--- config.mk ---
export PLATFORM = sky130hd
export DESIGN_NAME = hilo_muldiv
export DESIGN_NICKNAME = d
export VERILOG_FILES = /design/src/rtl/hilo_muldiv.sv
export SDC_FILE = /design/constraint.sdc
export NUM_CORES = 2
export LEC_CHECK = 0
export CAP_MARGIN = 20
export CORE_ASPECT_RATIO = 0.75
export CORE_MARGIN = 2
export CORE_UTILIZATION = 50
export CTS_CLUSTER_DIAMETER = 60
export DETAILED_ROUTE_END_ITERATION = 12
export PLACE_DENSITY = 0.74
export SYNTH_ARGS = -nofsm -noshare
export SYNTH_HDL_FRONTEND = slang
export SYNTH_SLANG_ARGS = --single-unit
export TNS_END_PERCENT = 50
--- constraint.sdc ---
create_clock -name clk -period 9.3 [get_ports clk]
set_clock_uncertainty 0.05 [all_clocks]
set_input_delay 1.395 -clock clk [delete_from_list [all_inputs] [get_ports clk]]
set_output_delay 1.395 -clock clk [all_outputs]
set_load 0.02 [all_outputs]
--- src/rtl/hilo_muldiv.sv ---
// HI/LO register pair with a latency-configurable multiplier and an iterative restoring divider.
// mthi/mtlo complete in one cycle; mult/div run multi-cycle behind a valid/ready handshake.
//
// state | meaning
// IDLE  | ready; accepts mthi/mtlo (single cycle) or starts mult/div
// MUL   | multiplier latency countdown; writes {hi,lo} when the counter reaches zero
// DIV   | restoring division, one quotient bit per clock
// FIN   | applies sign correction and writes the quotient/remainder to lo/hi
module hilo_muldiv #(
    parameter int WIDTH   = 32,
    parameter int MUL_LAT = 2
) (
    input  logic             clk,
    input  logic             resetn,
    input  logic             in_valid,
    output logic             in_ready,
    input  logic             is_mult,
    input  logic             is_multu,
    input  logic             is_div,
    input  logic             is_divu,
    input  logic             hi_wen,
    input  logic             lo_wen,
    input  logic [WIDTH-1:0] src_a,
    input  logic [WIDTH-1:0] src_b,
    input  logic             cancel,
    output logic             busy,
    output logic             done,
    output logic [WIDTH-1:0] hi,
    output logic [WIDTH-1:0] lo
);

    localparam int CW = $clog2(WIDTH + 1);

    typedef enum logic [1:0] {IDLE, MUL, DIV, FIN} state_t;

    state_t             state;
    logic [CW-1:0]      cnt;
    logic [WIDTH-1:0]   op_a, op_b, quot, rem;
    logic               sign_q, sign_r, div_zero;

    logic               sgn_in;
    logic [WIDTH-1:0]   mag_a, mag_b;
    logic [2*WIDTH-1:0] prod_mag, prod;
    logic [WIDTH:0]     shifted, diff;

    always_comb begin
        // div beats divu beats mult beats multu when strobes overlap
        sgn_in   = is_div | (~is_divu & is_mult);
        mag_a    = (sgn_in && src_a[WIDTH-1]) ? -src_a : src_a;
        mag_b    = (sgn_in && src_b[WIDTH-1]) ? -src_b : src_b;
        prod_mag = {{WIDTH{1'b0}}, op_a} * {{WIDTH{1'b0}}, op_b};
        prod     = sign_q ? -prod_mag : prod_mag;
        shifted  = {rem, quot[WIDTH-1]};
        diff     = shifted - {1'b0, op_b};
    end

    assign in_ready = (state == IDLE);
    assign busy     = ~in_ready;

    always_ff @(posedge clk or negedge resetn) begin
        if (!resetn) begin
            state    <= IDLE;
            cnt      <= '0;
            hi       <= '0;
            lo       <= '0;
            done     <= 1'b0;
            op_a     <= '0;
            op_b     <= '0;
            quot     <= '0;
            rem      <= '0;
            sign_q   <= 1'b0;
            sign_r   <= 1'b0;
            div_zero <= 1'b0;
        end else begin
            done <= 1'b0;
            case (state)
                IDLE: begin
                    if (in_valid && !cancel) begin
                        if (is_div || is_divu) begin
                            op_a     <= mag_a;
                            op_b     <= mag_b;
                            quot     <= mag_a;
                            rem      <= '0;
                            sign_q   <= sgn_in & (src_a[WIDTH-1] ^ src_b[WIDTH-1]);
                            sign_r   <= sgn_in & src_a[WIDTH-1];
                            div_zero <= (src_b == '0);
                            cnt      <= '0;
                            state    <= DIV;
                        end else if (is_mult || is_multu) begin
                            op_a   <= mag_a;
                            op_b   <= mag_b;
                            sign_q <= sgn_in & (src_a[WIDTH-1] ^ src_b[WIDTH-1]);
                            cnt    <= CW'(MUL_LAT - 1);
                            state  <= MUL;
                        end else begin
                            if (hi_wen) hi <= src_a;
                            if (lo_wen) lo <= src_a;
                        end
                    end
                end
                MUL: begin
                    if (cancel) begin
                        state <= IDLE;
                    end else if (cnt == '0) begin
                        {hi, lo} <= prod;
                        done     <= 1'b1;
                        state    <= IDLE;
                    end else begin
                        cnt <= cnt - 1'b1;
                    end
                end
                DIV: begin
                    if (cancel) begin
                        state <= IDLE;
                    end else begin
                        if (!diff[WIDTH]) begin
                            rem  <= diff[WIDTH-1:0];
                            quot <= {quot[WIDTH-2:0], 1'b1};
                        end else begin
                            rem  <= shifted[WIDTH-1:0];
                            quot <= {quot[WIDTH-2:0], 1'b0};
                        end
                        if (cnt == CW'(WIDTH - 1)) state <= FIN;
                        else cnt <= cnt + 1'b1;
                    end
                end
                FIN: begin
                    if (cancel) begin
                        state <= IDLE;
                    end else begin
                        // divide by zero returns the raw dividend, rebuilt from its magnitude
                        if (div_zero) begin
                            lo <= '1;
                            hi <= sign_r ? -op_a : op_a;
                        end else begin
                            lo <= sign_q ? -quot : quot;
                            hi <= sign_r ? -rem : rem;
                        end
                        done  <= 1'b1;
                        state <= IDLE;
                    end
                end
                default: state <= IDLE;
            endcase
        end
    end

endmodule

==> Yosys cells after proc, flatten, opt, wreduce, memory -nomap -nowiden <==
Cells that the tools add are included.
{ "classes": {"n_reduce_logical": 20, "bitwise_logic": 7, "n_mul": 1, "eq_ne": 19, "add_sub_neg": 9, "muxes": 60} }
{ "op_table": {"columns": ["cell", "count"], "rows": [
  ["32-bit 2-to-1 mux", 32],
  ["32-bit one-hot mux with 3 select lines", 2],
  ["32-bit negator", 5],
  ["32-bit one-hot mux with 2 select lines", 2],
  ["32-bit by 32-bit multiplier with 64-bit output", 1],
  ["64-bit 2-to-1 mux", 1],
  ["64-bit negator", 1],
  ["6-bit 2-to-1 mux", 7],
  ["33-bit by 32-bit subtractor with 33-bit output", 1],
  ["32-bit logical NOT", 1],
  ["6-bit one-hot mux with 3 select lines", 1],
  ["2-bit inequality test (second input constant)", 8],
  ["8-bit AND reduction", 2],
  ["2-bit 2-to-1 mux", 7],
  ["2-bit by 1-bit inequality test with 1-bit output (second input constant)", 4],
  ["2-bit one-hot mux with 4 select lines", 1],
  ["4-bit AND reduction", 2],
  ["7-bit AND reduction", 1],
  ["6-bit by 1-bit adder with 6-bit output (second input constant)", 1],
  ["6-bit by 5-bit equality test with 1-bit output (second input constant)", 1],
  ["6-bit logical NOT", 1],
  ["1-bit 2-to-1 mux", 6],
  ["3-bit inequality test (second input constant)", 2],
  ["3-bit AND reduction", 2],
  ["other kinds (15)", 24]
]} }
{ "totals": {"reg_bits": 204, "output_inout_bits": 67, "inputBits": 74} }

==> Logic depth before layout (Yosys ltp) <==
{ "logic_depth": {"ltp_word": 8, "ltp_mapped": 33} }

==> Worst setup path before layout <==
No wires, ideal clock.
{ "synth_path": {"path_kind": "flip-flop to flip-flop", "from": "reg op_a[13]", "to": "reg hi[27]", "arrival_ps": 8339, "path_stages_with_launch": 31, "setup_ps": 121, "required_ps": 9129, "setup_slack_ps": 789, "cell_sequence": "dfrtp_1 -> clkbuf_1 -> clkbuf_1 -> and2_1 -> fa_1 -> fa_1 -> fa_1 -> inv_1 -> fa_1 -> inv_1 -> fa_1 -> inv_1 -> fa_1 -> inv_1 -> fa_1 -> fa_1 -> ha_1 -> buf_4 -> a21oi_1 -> o21ai_1 -> nor2_1 -> and4_4 -> buf_6 -> or3_4 -> a311oi_2 -> and4b_1 -> nand3_2 -> or4b_4 -> and4b_1 -> mux2_1 -> o22a_1"} }
{ "synth_between": {"elab_chain_cells": 6, "elab_cells_between_ends": 10, "cone_classes": "add/sub (2); mul (1); mux (7)"} }
{ "synth_rtl": {"columns": ["item", "line", "rtl"], "rows": [
  ["start, declared", "38", "logic [WIDTH-1:0] op_a, op_b, quot, rem;"],
  ["start signal, assigned", "80", "op_a <= mag_a;"],
  ["start signal, assigned", "90", "op_a <= mag_a;"],
  ["32-bit by 32-bit multiplier with 64-bit output", "51", "prod_mag = {{WIDTH{1'b0}}, op_a} * {{WIDTH{1'b0}}, op_b};"],
  ["64-bit negator", "52", "prod = sign_q ? -prod_mag : prod_mag;"],
  ["64-bit 2-to-1 mux", "52", null],
  ["32-bit 2-to-1 mux", "104", "end else if (cnt == '0) begin"],
  ["32-bit 2-to-1 mux", "102", "if (cancel) begin"],
  ["32-bit one-hot mux with 3 select lines (*)", "76", "case (state)"],
  ["end signal, assigned", "96", "if (hi_wen) hi <= src_a;"],
  ["end signal, assigned", "105", "{hi, lo} <= prod;"],
  ["end signal, assigned", "134", "hi <= sign_r ? -op_a : op_a;"],
  ["end, declared", "28", "output logic [WIDTH-1:0] hi,"]
]} }
Mark *: on every way between the ends. The rest lies on a longest branch, timed or not. The select of a mux whose other input is x is not followed.
A chain may end at the register's enable or synchronous reset.

==> Worst setup path after layout <==
{ "layout_path": {"from": "reg op_a[11]", "to": "reg hi[27]"} }
The elaborated chain is that of the path after synthesis.

==> impl_metrics.py <==
metrics = {
    "critical_path": {
        "cp_common_cell": "fa_1",
        "ff2ff_setup_slack_ns": 0.28,
        "worst-endpoint-required_ns": 9.72,
        "r2r-start": "op_a[11]$_DFFE_PN0P_",
        "slowest_delay_ns": 0.60,
        "worst-path-max-fanout": 16,
        "cp_slowest_cell": "fa_1",
        "reg2reg_to": "hi[27]$_DFFE_PN0P_",
        "critPathLaunchType": "register",
        "endpoint_kind": "register",
        "crit_type": "register to register",
        "r2r_cells": 29,
        "worstPathArrival_ns": 9.44,
    },
    "global_routing": {
        "grt_pass1_vias": 43011,
        "antenna_found_initial": 6,
        "grt_pass1_wl_um": 254000,
        "grtUsageTotal": 0.319,
        "grt_remaining_overflow": 0,
        "grt_max_degree": 104,
    },
    "route": {
        "wl_per_cell_um": 22.1,
        "via_count": 42366,
        "dr.pass1.iters": 6,
        "via_per_inst": 5.82,
        "drc_errors": 0,
        "wl_um": 161000,
        "initialDrtViolationCount": 4075,
        "drt.antenna.violating_nets": 0,
    },
    "clock_tree": {
        "clock_sinks": 204,
        "clkLatencyLatePin_ns": 0.59,
        "cts_root_buffer": "clkbuf_16",
        "clockBufferDepth": 3,
        "numCtsBuffers": 24,
        "cts_tree": "done",
        "clk_pin_slew_ns": 0.07,
        "htree_levels": 1,
        "holdBufCountCts": 0,
    },
    "logic_synthesis": {
        "yosys.area.top_type_share": 0.357,
        "synthesis.nets": 7182,
        "synth_cell_type_count": 102,
        "avgSynthCellArea_um2": 8.53,
        "async_flop_share": 1.00,
        "yosys_warnings": 0,
        "synth_area_leaders": "fa_1 (36%), dfrtp_1 (10%), ha_1 (7.7%), and2_1 (6.9%), inv_1 (6.9%)",
        "ys_ff_latch": 204,
        "synth_ff_type": "dfrtp_1",
        "syn_area_um2": 50300,
        "yosysTopAreaCell": "fa_1",
        "ys_seq_area_frac": 0.101,
        "synth_edf_count": 0,
        "synthCells": 5901,
    },
    "finish": {
        "fill_cells": 8919,
        "area_growth_pct": 9.33,
        "nNetsFinal": 7211,
        "multiInputGateArea_um2": 40400,
        "drive_above_1_share": 0.0713,
        "seqCellArea_um2": 5150,
    },
    "hold_path": {
        "hold_path.class": "register to register",
        "hold_depth": 2,
        "holdPathEnd": "lo[23]$_DFFE_PN0P_",
        "min-delay-start": "lo[23]$_DFFE_PN0P_",
    },
    "sta": {
        "setup-tns-final_ns": 0,
        "period_needed_ns": 9.02,
        "setup_viol": 0,
        "slew_headroom": 0.333,
        "maxSlewViolCount": 0,
        "rsz0062_at_grt": "no",
        "fmax_mhz": 111,
        "hold_viol_final": 0,
        "fin_crit_sh": 0.970,
        "worst_pin_slew_ns": 1.00,
    },
    "run": {
        "drv_cap": 0,
    },
    "status": {
        "status": "finished, final reports clean",
    },
    "die": {
        "initial_core_util": 0.506,
        "die_area_um2": 103000,
        "rows": 100,
        "pin_count": 141,
        "dieWidth_um": 370,
        "fp.dieH_um": 279,
        "coreArea_um2": 99500,
    },
    "placement": {
        "dpl.hpwl_um": 133000,
        "gp_congestion": 1.00,
        "io_buffers": 140,
    },
}
[cells by family after synthesis]
kind of cell             synth area share
multiplexers                      0.00937
flip-flops                          0.101
AO/OA/AOI/OAI                       0.119
AND/OR/NAND/NOR                     0.190
adder cells (fa/ha/maj)             0.434
buffers and inverters              0.0991
XOR/XNOR                           0.0468
[worst max-delay path by stage]
stage,startpoint,endpoint,slack [ns],cells past startpoint
2_1_floorplan,op_a[13]$_DFFE_PN0P_,hi[27]$_DFFE_PN0P_,0.79,30
3_5_place_dp,op_a[5]$_DFFE_PN0P_,hi[31]$_DFFE_PN0P_,0.12,27
5_1_grt,op_a[13]$_DFFE_PN0P_,hi[27]$_DFFE_PN0P_,0.0004,26
4_1_cts,op_a[17]$_DFFE_PN0P_,hi[27]$_DFFE_PN0P_,0.02,27
3_3_place_gp,op_b[21]$_DFFE_PN0P_,hi[31]$_DFFE_PN0P_,0.19,26
6_report,op_a[11]$_DFFE_PN0P_,hi[27]$_DFFE_PN0P_,0.28,29
[registers in the layout (all words and copies together), names as in the netlist]
register / count
op_b: 32
sign_r: 1
op_a: 32
state: 2
cnt: 6
rem: 32
div_zero: 1
done: 1
hi: 32
lo: 32
sign_q: 1
quot: 32
[routing by layer]
layer  global-route usage  routed length [um]  part of all wire  vias to the layer above
met2                0.481               70400              0.44                     2054
met3               0.0892               18800              0.12                      290
met5                    0                   9          0.000056                        -
met1                0.448               66300              0.41                    21401
li1                     -                   -                 -                    18619
met4               0.0903                5260             0.033                        2
[Yosys cell counts (23+ instances only)]
master      n
inv_1     931
fa_1      898
nand2_1   820
and2_1    559
clkbuf_1  339
ha_1      309
o21ai_0   306
nor2_1    236
dfrtp_1   204
a21oi_1   176
xnor2_1   152
xor2_1    115
o31ai_1    52
a21o_1     44
nor3_1     44
a221oi_1   39
or3_1      38
mux2i_1    37
nand3_1    37
a31oi_1    32
nand4_1    29
a21boi_0   28
nand2b_1   26
a211oi_1   23
[layout by cell type, fill, tap and decap left out, drive strengths merged, types with 21 or more instances in the layout]
cell,instances
dfrtp,204
nor3,46
nand3,38
a221oi,39
o211ai,24
or3,40
o41ai,21
nor2,238
clkbuf,25
o21ai,324
clkdlybuf4s50,139
a21boi,32
o21a,21
and2,559
nor4,26
nor2b,22
inv,936
buf,248
a211oi,24
a21oi,184
nand2,822
nand4,29
fa,898
o31ai,55
nand2b,26
xor2,116
mux2i,37
ha,309
xnor2,152
a21o,45
a31oi,32
[metrics by stage]
stage               area (um^2)  hold WS, ns  utilization  instances  worst slack [ns]
finish                    55000        0.432        0.553       7277             0.278
global route              55000        0.454        0.553       7274          0.000358
CTS                       54800        0.436        0.551       7271            0.0194
detailed placement        54000        0.419        0.543       7227             0.123
global placement          53900        0.413        0.542       7225             0.193
floorplan                 50300        0.443            -       5901             0.789
[timing repair]
action                     in CTS  in global routing
setup endpoints to repair       0                 20
buffers inserted                0                  3
resized for setup               0                 64
[final cells by class]
cell class                 instances  area share
timing repair buffer             387      0.0627
sequential                       204      0.0936
antenna                            3    0.000136
tap                             1326      0.0302
inverter                         932      0.0636
multi-input combinational       4381       0.735
clock buffer                      25      0.0112
clock inverter                    19     0.00405
[worst max-delay path, delay by kind of cell, from the launching register on]
| kind | cells | cell delay, ns |
|---|---|---|
| adder cells (fa/ha/maj) | 9 | 4.38 |
| AND/OR/NAND/NOR | 7 | 1.48 |
| buffers and inverters | 7 | 1.06 |
| AO/OA/AOI/OAI | 4 | 0.86 |
| flip-flops | 1 | 0.48 |
| multiplexers | 1 | 0.35 |
| XOR/XNOR | 1 | 0.22 |
Power is left out: the tool's default activity adds up to more than one toggle a clock period on the data nets, which glitch-free logic cannot reach.
